[src/rtl/instr_fetch_sequencer_pkg.sv]
// Shared definitions for the instruction fetch sequencer: FSM encoding,
// default address map and the PC increment.
package instr_fetch_sequencer_pkg;

    // RUN fetches normally, DRAIN_FAULT lets queued words leave after a bad
    // PC is seen, FAULT parks the sequencer until a redirect.
    typedef enum logic [1:0] {
        RUN         = 2'd0,
        DRAIN_FAULT = 2'd1,
        FAULT       = 2'd2
    } fetch_state_t;

    localparam logic [31:0] TEXT_BASE_DEFAULT = 32'h0040_0000;
    localparam logic [31:0] RESET_PC_DEFAULT  = 32'h0040_0000;
    localparam logic [31:0] PC_STEP           = 32'd4;

endpackage

[src/rtl/instr_fetch_sequencer_if.sv]
// Bus bundle between the fetch sequencer, the combinational program ROM and
// the decode stage.
//
// Handshake: Instr_Valid_o/Instr_Ready_i follow strict valid/ready rules. The
// master raises Instr_Valid_o only when Instr_o/Instr_PC_o hold a real word,
// keeps both stable until the cycle Instr_Valid_o & Instr_Ready_i is seen at a
// rising edge, and never makes Instr_Valid_o depend on Instr_Ready_i. A redirect
// is the only event that may withdraw a valid word without a transfer.
interface instr_fetch_sequencer_if #(
    parameter int ADDR_WIDTH = 6,
    parameter int DATA_WIDTH = 32
);
    logic [ADDR_WIDTH-1:0] Rom_Address_o;
    logic [DATA_WIDTH-1:0] Rom_Instruction_i;
    logic [DATA_WIDTH-1:0] Instr_o;
    logic [31:0]           Instr_PC_o;
    logic                  Instr_Valid_o;
    logic                  Instr_Ready_i;

    // Sequencer side
    modport master (
        output Rom_Address_o,
        input  Rom_Instruction_i,
        output Instr_o,
        output Instr_PC_o,
        output Instr_Valid_o,
        input  Instr_Ready_i
    );

    // ROM / decode side
    modport slave (
        input  Rom_Address_o,
        output Rom_Instruction_i,
        input  Instr_o,
        input  Instr_PC_o,
        input  Instr_Valid_o,
        output Instr_Ready_i
    );
endinterface

[src/rtl/instr_fetch_sequencer_fetch_queue.sv]
// Small synchronous FIFO holding {instruction, pc} pairs. Storage is fully
// registered so the head never sees the ROM combinationally.
module instr_fetch_sequencer_fetch_queue #(
    parameter int WIDTH = 64,
    parameter int DEPTH = 4
) (
    input  logic                     clk,
    input  logic                     reset,
    input  logic                     push,
    input  logic                     pop,
    input  logic                     flush,
    input  logic [WIDTH-1:0]         din,
    output logic [WIDTH-1:0]         head,
    output logic [$clog2(DEPTH):0]   count,
    output logic                     empty,
    output logic                     full
);
    localparam int PW = $clog2(DEPTH);
    localparam logic [PW:0]   DEPTH_C = (PW + 1)'(DEPTH);
    localparam logic [PW:0]   CNT_ONE = (PW + 1)'(1);
    localparam logic [PW-1:0] PTR_ONE = PW'(1);

    logic [WIDTH-1:0] mem [DEPTH];
    logic [PW-1:0]    wr_ptr;
    logic [PW-1:0]    rd_ptr;

    // Storage, pointers and occupancy; flush empties the queue without
    // touching storage contents.
    always_ff @(posedge clk or negedge reset) begin
        if (!reset) begin
            for (int i = 0; i < DEPTH; i++) begin
                mem[i] <= '0;
            end
            wr_ptr <= '0;
            rd_ptr <= '0;
            count  <= '0;
        end else if (flush) begin
            wr_ptr <= '0;
            rd_ptr <= '0;
            count  <= '0;
        end else begin
            if (push) begin
                mem[wr_ptr] <= din;
                wr_ptr      <= wr_ptr + PTR_ONE;
            end
            if (pop) begin
                rd_ptr <= rd_ptr + PTR_ONE;
            end
            case ({push, pop})
                2'b10:   count <= count + CNT_ONE;
                2'b01:   count <= count - CNT_ONE;
                default: count <= count;
            endcase
        end
    end

    assign head  = mem[rd_ptr];
    assign empty = (count == '0);
    assign full  = (count == DEPTH_C);

    // The push gating upstream makes overflow impossible.
    a_no_overflow: assert property (@(posedge clk) disable iff (!reset) count <= DEPTH_C);

endmodule

[src/rtl/instr_fetch_sequencer.sv]
// Instruction fetch sequencer: owns the fetch PC, maps it onto the program
// ROM, buffers fetched words and hands them to decode. Handles redirects,
// halt and out-of-range / misaligned PC faults.
module instr_fetch_sequencer
    import instr_fetch_sequencer_pkg::*;
#(
    parameter int          MEMORY_DEPTH = 64,
    parameter int          DATA_WIDTH   = 32,
    parameter logic [31:0] TEXT_BASE    = TEXT_BASE_DEFAULT,
    parameter logic [31:0] RESET_PC     = RESET_PC_DEFAULT,
    parameter int          QUEUE_DEPTH  = 4
) (
    input  logic                     clk,
    input  logic                     reset,
    instr_fetch_sequencer_if.master  bus,
    input  logic                     Redirect_i,
    input  logic [31:0]              Redirect_PC_i,
    input  logic                     Halt_i,
    output logic                     Fault_o,
    output logic [31:0]              Fetch_Count_o,
    output fetch_state_t             dbg_state
);
    localparam int          AW       = $clog2(MEMORY_DEPTH);
    localparam int          QW       = $clog2(QUEUE_DEPTH);
    localparam int          ENTRY_W  = DATA_WIDTH + 32;
    localparam logic [31:0] TEXT_END = TEXT_BASE + 32'(4 * MEMORY_DEPTH);

    fetch_state_t         state;
    fetch_state_t         state_next;
    logic [31:0]          fetch_pc;
    logic                 pc_ok;
    logic                 push;
    logic                 pop;
    logic [ENTRY_W-1:0]   q_head;
    logic [QW:0]          q_count;
    logic                 q_empty;
    logic                 q_full;

    // PC window check; the last ROM word is still legal.
    assign pc_ok = (fetch_pc[1:0] == 2'b00) && (fetch_pc >= TEXT_BASE) && (fetch_pc < TEXT_END);

    // 32-bit byte offset turned into a word index, truncated to ROM width.
    assign bus.Rom_Address_o = AW'((fetch_pc - TEXT_BASE) >> 2);

    assign pop  = !q_empty && bus.Instr_Ready_i;
    assign push = (state == RUN) && !Halt_i && pc_ok && !Redirect_i && (!q_full || pop);

    instr_fetch_sequencer_fetch_queue #(
        .WIDTH (ENTRY_W),
        .DEPTH (QUEUE_DEPTH)
    ) u_queue (
        .clk   (clk),
        .reset (reset),
        .push  (push),
        .pop   (pop),
        .flush (Redirect_i),
        .din   ({bus.Rom_Instruction_i, fetch_pc}),
        .head  (q_head),
        .count (q_count),
        .empty (q_empty),
        .full  (q_full)
    );

    assign bus.Instr_o       = q_head[ENTRY_W-1:32];
    assign bus.Instr_PC_o    = q_head[31:0];
    assign bus.Instr_Valid_o = !q_empty;
    assign dbg_state         = state;

    // FSM state register.
    always_ff @(posedge clk or negedge reset) begin
        if (!reset) begin
            state <= RUN;
        end else begin
            state <= state_next;
        end
    end

    // Next-state logic; a redirect always returns to RUN.
    always_comb begin
        state_next = state;
        if (Redirect_i) begin
            state_next = RUN;
        end else begin
            case (state)
                RUN:         if (!pc_ok && !Halt_i) state_next = DRAIN_FAULT;
                DRAIN_FAULT: if (q_count == '0)     state_next = FAULT;
                FAULT:       state_next = FAULT;
                default:     state_next = RUN;
            endcase
        end
    end

    // Fault flag follows FAULT entry and clears with the redirect that leaves it.
    always_ff @(posedge clk or negedge reset) begin
        if (!reset) begin
            Fault_o <= 1'b0;
        end else begin
            Fault_o <= (state_next == FAULT);
        end
    end

    // Fetch PC: redirect wins, otherwise advance one word per push.
    always_ff @(posedge clk or negedge reset) begin
        if (!reset) begin
            fetch_pc <= RESET_PC;
        end else if (Redirect_i) begin
            fetch_pc <= Redirect_PC_i;
        end else if (push) begin
            fetch_pc <= fetch_pc + PC_STEP;
        end
    end

    // Accepted-instruction counter, wrapping at 2^32; a pop in a redirect
    // cycle still counts.
    always_ff @(posedge clk or negedge reset) begin
        if (!reset) begin
            Fetch_Count_o <= '0;
        end else if (pop) begin
            Fetch_Count_o <= Fetch_Count_o + 32'd1;
        end
    end

endmodule

[src/flat_wrapper.sv]
// flat-port wrapper written by rule: the top's interface ports become plain ports
module instr_fetch_sequencer_flat import instr_fetch_sequencer_pkg::*;
#(
    parameter int          MEMORY_DEPTH = 64,
    parameter int          DATA_WIDTH   = 32,
    parameter logic [31:0] TEXT_BASE    = TEXT_BASE_DEFAULT,
    parameter logic [31:0] RESET_PC     = RESET_PC_DEFAULT,
    parameter int          QUEUE_DEPTH  = 4
)
  (clk, reset, Redirect_i, Redirect_PC_i, Halt_i, Fault_o, Fetch_Count_o, dbg_state, bus_Rom_Address_o, bus_Rom_Instruction_i, bus_Instr_o, bus_Instr_PC_o, bus_Instr_Valid_o, bus_Instr_Ready_i);
  instr_fetch_sequencer_if #(.ADDR_WIDTH(6), .DATA_WIDTH(DATA_WIDTH)) bus_i ();
  input  logic clk;
  input  logic reset;
  input  logic Redirect_i;
  input  logic [31:0] Redirect_PC_i;
  input  logic Halt_i;
  output logic Fault_o;
  output logic [31:0] Fetch_Count_o;
  output fetch_state_t dbg_state;
  output wire logic [$bits(bus_i.Rom_Address_o)-1:0] bus_Rom_Address_o;
  input wire logic [$bits(bus_i.Rom_Instruction_i)-1:0] bus_Rom_Instruction_i;
  output wire logic [$bits(bus_i.Instr_o)-1:0] bus_Instr_o;
  output wire logic [$bits(bus_i.Instr_PC_o)-1:0] bus_Instr_PC_o;
  output wire logic [$bits(bus_i.Instr_Valid_o)-1:0] bus_Instr_Valid_o;
  input wire logic [$bits(bus_i.Instr_Ready_i)-1:0] bus_Instr_Ready_i;
  assign bus_Rom_Address_o = bus_i.Rom_Address_o;
  assign bus_i.Rom_Instruction_i = bus_Rom_Instruction_i;
  assign bus_Instr_o = bus_i.Instr_o;
  assign bus_Instr_PC_o = bus_i.Instr_PC_o;
  assign bus_Instr_Valid_o = bus_i.Instr_Valid_o;
  assign bus_i.Instr_Ready_i = bus_Instr_Ready_i;
  instr_fetch_sequencer #(.MEMORY_DEPTH(MEMORY_DEPTH), .DATA_WIDTH(DATA_WIDTH), .TEXT_BASE(TEXT_BASE), .RESET_PC(RESET_PC), .QUEUE_DEPTH(QUEUE_DEPTH)) u_core (.clk(clk), .reset(reset), .bus(bus_i), .Redirect_i(Redirect_i), .Redirect_PC_i(Redirect_PC_i), .Halt_i(Halt_i), .Fault_o(Fault_o), .Fetch_Count_o(Fetch_Count_o), .dbg_state(dbg_state));
endmodule
[config.mk]
export PLATFORM = sky130hd
export DESIGN_NAME = instr_fetch_sequencer_flat
export DESIGN_NICKNAME = d
export VERILOG_FILES = /design/src/rtl/instr_fetch_sequencer_pkg.sv /design/src/rtl/instr_fetch_sequencer_if.sv /design/src/rtl/instr_fetch_sequencer_fetch_queue.sv /design/src/rtl/instr_fetch_sequencer.sv /design/src/flat_wrapper.sv
export SDC_FILE = /design/constraint.sdc
export NUM_CORES = 1
export LEC_CHECK = 0
export CAP_MARGIN = 10
export CELL_PAD_IN_SITES_DETAIL_PLACEMENT = 0
export CELL_PAD_IN_SITES_GLOBAL_PLACEMENT = 1
export CORE_UTILIZATION = 45
export CTS_BUF_LIST = sky130_fd_sc_hd__clkbuf_4
export CTS_CLUSTER_SIZE = 40
export DETAILED_ROUTE_END_ITERATION = 12
export PLACE_DENSITY = 0.87
export SLEW_MARGIN = 25
export SYNTH_ARGS = -nofsm -noshare
export SYNTH_HDL_FRONTEND = slang
export SYNTH_HIERARCHICAL = 1
export SYNTH_SLANG_ARGS = --single-unit
export TNS_END_PERCENT = 100
[constraint.sdc]
create_clock -name clk -period 2.7 [get_ports clk]
set_clock_uncertainty 0.1 [all_clocks]
set_input_delay 0.405 -clock clk [delete_from_list [all_inputs] [get_ports clk]]
set_output_delay 0.405 -clock clk [all_outputs]
set_load 0.01 [all_outputs]
# ---- Yosys cells after proc, flatten, opt, wreduce, memory -nomap -nowiden
# Cells that the tools add are included.
dict set report totals {
  wordCells 72
  output_inout_bits 106
  input_bits 69
  register_bits 330
}
dict set report classes {
  n_mux 18
  n_reduce_logical 22
  bitwise_logic 3
  n_eq_ne 6
  add_sub_neg 7
  n_lt_le_gt_ge 5
}
# operator count
set op_table {}
lappend op_table {{$bwmux W256} 1}
lappend op_table {{$mux W64} 3}
lappend op_table {{$bmux W64 S2} 1}
lappend op_table {{$demux W64 S2} 1}
lappend op_table {{$mux W32} 2}
lappend op_table {{$add A32 B1 Y32 const B} 1}
lappend op_table {{$add A32 B3 Y32 const B} 1}
lappend op_table {{$ge A32 B23 Y1 const B} 1}
lappend op_table {{$lt A32 B23 Y1 const B} 1}
lappend op_table {{$mux W2} 7}
lappend op_table {{$logic_and A1 B1 Y1} 9}
lappend op_table {{$sub A8 B1 Y8 const B} 1}
lappend op_table {{$eq A2 B2 Y1 const B} 3}
lappend op_table {{$ge A3 B3 Y1 const B} 2}
lappend op_table {{$not A2 Y3} 2}
lappend op_table {{$pmux W2 S3} 1}
lappend op_table {{$pmux W3 S2} 1}
lappend op_table {{$logic_not A1 Y1} 5}
lappend op_table {{$add A2 B1 Y2 const B} 2}
lappend op_table {{$eq A2 B1 Y1 const B} 2}
lappend op_table {{$logic_not A2 Y1} 2}
lappend op_table {{$reduce_bool A2 Y1} 2}
lappend op_table {{$add A3 B1 Y3 const B} 1}
lappend op_table {{$eq A3 B3 Y1 const B} 1}
lappend op_table {{8 further kinds} 8}

# ---- Logic depth before layout (Yosys ltp)
# Gate-level depths: netlist (run 1).
dict set report logic_depth {
  depth_word 9
  ltp_mapped 12
  depth_no_buf 10
}

# ---- Hierarchy
# The synthesis (run 1) kept the hierarchy.
# mod seq_area_each_um2 area_each_um2 n_inst cells_per_inst
set modules_own_cells {}
lappend modules_own_cells {instr_fetch_sequencer_fetch_queue 6581.3 12719.7 1 658}
lappend modules_own_cells {instr_fetch_sequencer 1677.9 3138.0 1 266}

# ---- Least setup slack after synthesis (run 1)
# Ideal clock, no wire load.
dict set report synth_path {
  path_type {register to register}
  start {reg u_core.fetch_pc[22]}
  end {reg u_core.u_queue.count[2]}
  period_less_slack_ns 2.866
  t_arrival_ns 2.677
  n_path_buf 2
  path_slack_ns -0.166
  setup_ns 0.088
  required_ns 2.512
  path_stages_with_launch 11
  cell_sequence {dfstp_2 > nor4b_1 > nand3_1 > clkbuf_1 > nor4_1 > buf_6 > and2b_2 > fa_1 > and3b_2 > o21ai_0 > nor3b_1}
}
dict set report synth_between {
  elab_chain_len 9
  word_cells_on_any_way 12
  cone_classes {order compare (2); eq/ne (2); mux (2); reduce/logical (6)}
}
# item line_no
set synth_lines {}
lappend synth_lines {{from (decl)} instr_fetch_sequencer.sv:30} ;# logic [31:0] fetch_pc;
lappend synth_lines {{from (signal assigned)} instr_fetch_sequencer.sv:107} ;# fetch_pc <= Redirect_PC_i;
lappend synth_lines {{from (signal assigned)} instr_fetch_sequencer.sv:109} ;# fetch_pc <= fetch_pc + PC_STEP;
lappend synth_lines {{$ge A32 B23 Y1} instr_fetch_sequencer.sv:40} ;# assign pc_ok = (fetch_pc[1:0] == 2'b00) && (fetch_pc >= TEXT_BASE) && (fetch_pc < TEXT_END);
lappend synth_lines {{$logic_and A1 B1 Y1} instr_fetch_sequencer.sv:40}
lappend synth_lines {{$logic_and A1 B1 Y1 (*)} instr_fetch_sequencer.sv:40}
lappend synth_lines {{$logic_and A1 B1 Y1 (*) (3 in series)} instr_fetch_sequencer.sv:46} ;# assign push = (state == RUN) && !Halt_i && pc_ok && !Redirect_i && (!q_full || pop);
lappend synth_lines {{via u_core.push} instr_fetch_sequencer.sv:32} ;# logic push;
lappend synth_lines {{$eq A2 B1 Y1 or $eq A2 B2 Y1 (tied branches)} instr_fetch_sequencer_fetch_queue.sv:49} ;# case ({push, pop})
lappend synth_lines {{$pmux W3 S2} instr_fetch_sequencer_fetch_queue.sv:49}
lappend synth_lines {{$mux W3} instr_fetch_sequencer_fetch_queue.sv:37} ;# end else if (flush) begin
lappend synth_lines {{to (signal assigned)} instr_fetch_sequencer_fetch_queue.sv:50} ;# 2'b10: count <= count + CNT_ONE;
lappend synth_lines {{to (signal assigned)} instr_fetch_sequencer_fetch_queue.sv:51} ;# 2'b01: count <= count - CNT_ONE;
lappend synth_lines {{to (signal assigned)} instr_fetch_sequencer_fetch_queue.sv:52} ;# default: count <= count;
lappend synth_lines {{to (decl)} instr_fetch_sequencer_fetch_queue.sv:14} ;# output logic [$clog2(DEPTH):0] count,
# The timed path passes the listed nets; every way through them passes the cells marked *.
# A chain may end at the register's enable or synchronous reset.

# ---- Final worst setup path (run 1)
dict set report layout_path {
  start {reg u_core.fetch_pc[15]}
  end {reg u_core/u_queue/mem[249] in the netlist's numbering}
}
dict set report layout_between {
  elab_chain_len 7
  word_cells_on_any_way 8
  cone_classes {order compare (2); reduce/logical (6)}
}
# item line_no
set layout_lines {}
lappend layout_lines {{$ge A32 B23 Y1} instr_fetch_sequencer.sv:40}
lappend layout_lines {{$logic_and A1 B1 Y1} instr_fetch_sequencer.sv:40}
lappend layout_lines {{$logic_and A1 B1 Y1 (*)} instr_fetch_sequencer.sv:40}
lappend layout_lines {{$logic_and A1 B1 Y1 (*) (3 in series)} instr_fetch_sequencer.sv:46}
lappend layout_lines {{via u_core.push} instr_fetch_sequencer.sv:32}
lappend layout_lines {{$reduce_and A2 Y1 (no source line) (*)} --}
lappend layout_lines {{to (signal, indexed assignment)} instr_fetch_sequencer_fetch_queue.sv:43} ;# mem[wr_ptr] <= din;
lappend layout_lines {{to (decl)} instr_fetch_sequencer_fetch_queue.sv:23} ;# logic [WIDTH-1:0] mem [DEPTH];
# Marks and branches as above.

==> results of run 1 <==
[state kept, by name (all words and copies together), names as in the netlist]
name and count:
u_core/u_queue/mem 256, u_core/Fetch_Count_o 32, u_core/fetch_pc 32, u_core/u_queue/count 3
u_core/dbg_state 2, u_core/u_queue/rd_ptr 2, u_core/u_queue/wr_ptr 2, u_core/Fault_o 1
[cell families (layout without fill, tap and decap cells)]
family | after synthesis | after routing | share of synthesized area (%)
other cells | 0 | 5 | 0
flops | 330 | 330 | 52.08
fa+ha+maj | 8 | 8 | 0.6785
compound gates | 24 | 24 | 1.057
xor+xnor | 36 | 36 | 1.988
simple gates | 113 | 117 | 4.750
mux | 347 | 347 | 34.85
buf+inv | 66 | 486 | 4.592
[report_power, final]
part	internal, W	switching [W]
sequential	0.00506	0.000152
combinational	0.00109	0.000946
clock	0.00236	0.00218
[synthesized netlist by cell type, types with 6 or more instances]
master,number
and3_1,6
buf_12,25
buf_2,8
buf_4,11
dfrtp_1,329
ha_1,7
inv_1,9
mux2_2,41
mux2_4,240
mux4_2,64
nand2_1,14
nand3_1,14
nand4_1,10
nor2_1,18
nor3_2,6
nor4_1,7
or4_1,6
xnor2_1,24
xor2_1,12
[final timing paths]
kind	startpoint	to	slack, ns	depth (start not counted)
max in group asynchronous	reset	u_core/fetch_pc[17]	1.59	3
min in group clk	Redirect_PC_i[4]	u_core/fetch_pc[4]	0.14	3
min	reset	u_core/fetch_pc[16]	0.10	2
min reg2reg	u_core/Fetch_Count_o[31]	u_core/Fetch_Count_o[31]	0.39	1
max reg2reg	u_core/fetch_pc[15]	u_core/u_queue/mem[249]	-0.13	11
max	u_core/fetch_pc[15]	u_core/u_queue/mem[249]	-0.13	11
[metrics by stage]
stage               setup TNS, ns  area (um^2)
floorplan                -0.03979        15910
global placement           -22.47        18360
detailed placement         -34.91        18360
CTS                        -31.33        20790
global route               -38.91        20760
finish                     -15.39        20760
[layer usage]
metal  wire length [um]  vias to the layer above
met4                869                        0
met2              19630                      276
met3               2228                       62
met5                  0                        -
li1                   -                     4199
met1              17310                     5040
[final cells by class]
class	count	area, um^2	area share, %
Tap cell	455	569.3	2.742
Clock buffer	127	953.4	4.592
Antenna cell	5	12.51	0.06026
Multi-Input combinational cell	532	7046	33.93
Clock inverter	33	191.4	0.9220
Inverter	10	38.79	0.1868
Sequential cell	330	8267	39.81
Timing Repair Buffer	316	3686	17.75
[what timing repair did]
item / in CTS / in global routing
setup endpoints to repair: 321 / 320
pin swaps: 3 / 7
buffers inserted: 33 / 4
hold buffers: 1 / 0
gates resized for setup: 345 / 30
cloned: 32 / 2
endpoints found under the hold margin: 265 / 0
[cell usage in the layout, fill, tap and decap left out, types with 3 or more instances in the layout]
cell type        instances
nand4_1                 10
dfrtp_1                327
clkbuf_2                 4
clkinv_2                 3
buf_4                   57
buf_8                   17
nor4_2                   7
buf_6                   32
nor2_1                  18
diode_2                  5
buf_2                   44
clkinv_1                24
clkdlybuf4s50_1        108
o31ai_1                  5
or4_1                    6
mux4_2                  64
nor3_1                   3
nand2_1                 14
o211ai_1                 3
xnor2_1                 24
nor3_2                   7
xor2_1                  12
buf_16                  32
and3_1                   6
inv_1                    9
mux2_2                  40
nand3_1                 14
ha_1                     7
clkbuf_4               127
nand2_8                  7
mux2_4                 241
a31oi_1                  5
buf_12                  19
and4_1                   3
==> reports/qor.yml, run 1 <==
grtUsageMet1_pct: 30.53
violations: "setup timing"
rsz0062_at_grt: "yes"
dp.cells: 1581
initial_core_util_pct: 45.79
vias: 9577
wl_per_cell_um: 22.14
p_total_w: 0.01179
critPathRequiredTime_ns: 3.24
worst_path_max_delay_cell: "dfrtp_1"
tightest_slew_ns: 0.6286
drt-pass1-iter-count: 4
antenna_left: 0
synth_edf_count: 0
path_clk_slew_ns: 0.06
place_ws_ns: -0.2074
grt_max_degree: 74
die_h_um: 189.7
route.detailed.drc: 0
worst-path-buf-inv: 5
power_density_mw_per_mm2: 568.0
ys_seq_area_share_pct: 52.08
grt_pass1_vias: 10689
antenna_found_initial: 4
grt_use_met3_pct: 5.737
slew_violations: 0
ios: 175
die_x_um: 189.7
worst_slack_ns: -0.1309
root_buffer: "clkbuf_4"
worstPathArrival_ns: 3.37
fmax_ghz: 0.3532
min_path_type: "in -> async"
synth_area_mm2: 0.01586
cts_buffers: 89
grt_pass1_wl_um: 63440
worstSetupStartpointType: "flop"
totalWireLength_um: 40030
cpPeakStageDelay_ns: 0.40
cp-end-kind: "flop"
slew_headroom_pct: 58.09
vias_per_cell: 5.297
path_delay_family: "simple AND/OR/NAND/NOR gates"
critPathKind: "reg -> reg"
synth.distinct_cells: 52
maxCapViolCount: 0
syn_to_final_growth_pct: 30.94
crit_chain: "nor4_2 -> buf_4 -> nand4_1 -> nor4_4 -> buf_4 -> nor2b_4 -> buf_12 -> nand2_8 -> buf_12 -> clkbuf_16 -> mux2_4"
nFillCells: 2536
dp_hpwl_um: 22440
synth_top_flop_cell: "dfrtp_1"
synth_top_area_share_pct: 51.92
syn_inst: 924
synth_fp_nets: 1001
clockBufferDepth: 3
place.gp.congestion: 0.7555
final_cells: 1808
async_flop_share_pct: 100.0
die-area_mm2: 0.03599
setup_viol: 287
clkSinkCount: 330
synth_area_leader_cell: "dfrtp_1"
cts_tree: "yes"
rows: 68
h-tree-depth: 3
use_met2_pct: 37.59
min_period_over_period_pct: 104.8
synth_area_leaders: "dfrtp_1 (52%), mux2_4 (23%), mux4_2 (9.1%)"
p_leak_nw: 10.41
yosysWarningCount: 6
track_usage_pct: 23.25
whs_ns: 0.1038
final_core_util_pct: 59.96
top_usage_layer: "met2"
core_area_mm2: 0.03463
drive_gt1_share_pct: 54.08
grt_overflow: 0
insertion_delay_ns: 0.77
hold_viol: 0
fin_crit_ns: 2.831
syn_avg_cell_area_um2: 17.16
status: "finished, violations left"
worst_ir_drop_vdd_mv: 0.3147
path_max_fanout: 8
drt-initial-drc-count: 535
ys_ff_latch: 330
io_buffers: 174
layout.nets: 1356
(Power assumes the default switching activity.)
==> run 2: changes to the inputs <==
==> constraint.sdc (replaced) <==
create_clock -name clk -period 2.7 [get_ports clk]
set_clock_uncertainty 0.1 [all_clocks]
set_input_delay 0.405 -clock clk [delete_from_list [all_inputs] [get_ports clk]]
set_output_delay 0.405 -clock clk [all_outputs]
set_load 0.005 [all_outputs]
==> reports/qor.yml, run 2 (synthesized netlist as in run 1, its figures left out) <==
wl_per_cell_um: 22.35  # was 22.14 um
violations: "setup timing"  # unchanged
critPathRequiredTime_ns: 3.22  # was 3.24 ns
worstSetupStartpointType: "flop"  # unchanged
antenna_found_initial: 4  # unchanged
final_core_util_pct: 60.92  # was 59.96%
grt_pass1_wl_um: 61490  # was 63440 um
reg.largest.list: "u_core/u_queue/mem x256, u_core/Fetch_Count_o x32, u_core/fetch_pc x32"  # unchanged
layout.nets: 1388  # was 1356
final_cell_mix: "dfrtp_1 (327), mux2_4 (241), clkbuf_4 (127)"  # unchanged
initial_core_util_pct: 45.79  # unchanged
place.gp.congestion: 0.7630  # was 0.7555
root_buffer: "clkbuf_4"  # unchanged
syn_to_final_growth_pct: 33.02  # was 30.94%
maxCapViolCount: 0  # unchanged
worst_ir_drop_vdd_mv: 0.2935  # was 0.3147 mV
antenna_left: 0  # unchanged
largest_reg_flops: 256  # unchanged
final_common_cell: "dfrtp_1"  # unchanged
rsz0062_at_grt: "yes"  # unchanged
cts_buffers: 87  # was 89
cp-end-kind: "flop"  # unchanged
track_usage_pct: 22.55  # was 23.25%
vias_per_cell: 5.267  # was 5.297
grt_overflow: 0  # unchanged
route.detailed.drc: 0  # unchanged
power_density_mw_per_mm2: 569.3  # was 568.0 mW/mm^2
die_h_um: 189.7  # unchanged
fmax_ghz: 0.3323  # was 0.3532 GHz
fin_tns_setup_ns: -59.42  # was -15.39 ns
grt_pass1_vias: 10334  # was 10689
nFillCells: 2576  # was 2536
insertion_delay_ns: 0.78  # was 0.77 ns
path_max_fanout: 8  # unchanged
die_x_um: 189.7  # unchanged
clockBufferDepth: 3  # unchanged
totalWireLength_um: 40900  # was 40030 um
io_buffers: 174  # unchanged
drive_gt1_share_pct: 55.33  # was 54.08%
dp.cells: 1583  # was 1581
ios: 175  # unchanged
worstPathArrival_ns: 3.53  # was 3.37 ns
max_flop_register: "u_core/u_queue/mem"  # unchanged
final_cells: 1830  # was 1808
min_period_over_period_pct: 111.5  # was 104.8%
hold_viol: 0  # unchanged
rows: 68  # unchanged
grt_max_degree: 74  # unchanged
die-area_mm2: 0.03599  # unchanged
p_leak_nw: 10.58  # was 10.41 nW
path_clk_slew_ns: 0.06  # about the same
status: "finished, violations left"  # unchanged
vias: 9638  # was 9577
slew_headroom_pct: 57.66  # was 58.09%
h-tree-depth: 3  # unchanged
tightest_slew_ns: 0.6351  # was 0.6286 ns
min_path_type: "in -> async"  # unchanged
critPathKind: "reg -> reg"  # unchanged
drt-initial-drc-count: 551  # was 535
dp_hpwl_um: 22350  # was 22440 um
clkSinkCount: 330  # unchanged
worst_slack_ns: -0.3094  # was -0.1309 ns
core_area_mm2: 0.03463  # unchanged
cts_tree: "yes"  # unchanged
slew_violations: 0  # unchanged
setup_viol: 313  # was 287
drt-pass1-iter-count: 4  # unchanged
fin_crit_ns: 3.009  # was 2.831 ns
-- run 2: cell count changes in the layout (fill, tap and decap cells not counted), moves of 2 or more --
cell | previous run | this run
clkbuf_16 | 2 | 8
buf_2 | 44 | 7
buf_6 | 32 | 48
buf_8 | 17 | 23
nor4_1 | 2 | 4
nor4_2 | 7 | 4
buf_16 | 32 | 23
buf_4 | 57 | 60
buf_12 | 19 | 28
clkinv_1 | 24 | 15
clkbuf_2 | 4 | 45
-- run 2: layer usage --
layer	part of all wire, %	wire (um)	vias to the layer above	GRT usage (%)
li1	-	-	4232	-
met1	44	18160	5055	30.56
met2	48	19650	284	35.19
met3	5.0	2048	67	5.239
met4	2.5	1036	0	8.747
met5	0	0	-	0
-- run 2: path summary, 6_finish.rpt --
path	end	from	depth (start not counted)	slack (ns)
min in group clk	u_core/fetch_pc[2]	Redirect_PC_i[2]	3	0.11
max in group asynchronous	u_core/u_queue/mem[139]	reset	3	1.60
worst max register to register	u_core/u_queue/mem[109]	u_core/fetch_pc[15]	12	-0.31
worst min register to register	u_core/Fetch_Count_o[31]	u_core/Fetch_Count_o[31]	1	0.38
worst min-delay path	u_core/fetch_pc[16]	reset	2	0.09
worst max-delay path	u_core/u_queue/mem[109]	u_core/fetch_pc[15]	12	-0.31
-- run 2: stage by stage --
stage	power [W]	area, um^2	worst slack (ns)	hold WS (ns)
CTS	0.01131	20670	-0.4250	0.03193
global route	0.01260	21090	-0.3984	0.04126
global placement	0.006788	18370	-0.1646	0.3350
floorplan	0.006045	15910	-0.03979	0.009409
finish	0.01201	21090	-0.3094	0.09380
detailed placement	0.006800	18370	-0.1901	0.3252
-- run 2: layout make-up --
type / count / area [um^2] / area share (%)
clock buffers: 127 / 953.4 / 4.520
inverters: 10 / 38.79 / 0.1839
flip-flops and latches: 330 / 8267 / 39.19
multi-input cells: 531 / 7030 / 33.33
diodes: 5 / 12.51 / 0.05932
well taps: 455 / 569.3 / 2.699
repair buffers: 351 / 4081 / 19.35
clock inverters: 21 / 141.4 / 0.6703
-- run 2: critical path: stages, from the launching register on --
cell       delay [ns]
dfrtp_1          0.40
nor4_4           0.30
buf_4            0.15
nand4_1          0.19
nor4_4           0.37
buf_4            0.17
nor2b_4          0.15
buf_12           0.13
buf_12           0.10
buf_8            0.10
nand2_8          0.14
clkbuf_16        0.23
mux2_4           0.29
-- run 2: repair_timing --
action | 4_1_cts | 5_1_grt
pin swaps | 9 | 4
gates cloned | 24 | 10
buffers inserted | 28 | 44
hold buffers | 1 | 0
endpoints found under the setup margin | 321 | 322
endpoints found under the hold margin | 275 | 0
gates resized for setup | 200 | 149
-- run 2: power breakdown --
group | switching, W | internal, W | total (W)
clock network | 0.00209 | 0.00233 | 0.00443
registers | 0.000172 | 0.00506 | 0.00523
logic | 0.000980 | 0.00137 | 0.00235
total | 0.00325 | 0.00876 | 0.0120
==> run 3: changes to the inputs <==
--- a/config.mk
+++ b/config.mk
@@ -5,6 +5,7 @@
 export SDC_FILE = /design/constraint.sdc
 export NUM_CORES = 1
 export LEC_CHECK = 0
+export ABC_CLOCK_PERIOD_IN_PS = 2700
 export CAP_MARGIN = 10
 export CELL_PAD_IN_SITES_DETAIL_PLACEMENT = 0
 export CELL_PAD_IN_SITES_GLOBAL_PLACEMENT = 1
==> results of run 3 <==
The final DEF is identical to that of run 2; final timing and power are the same.
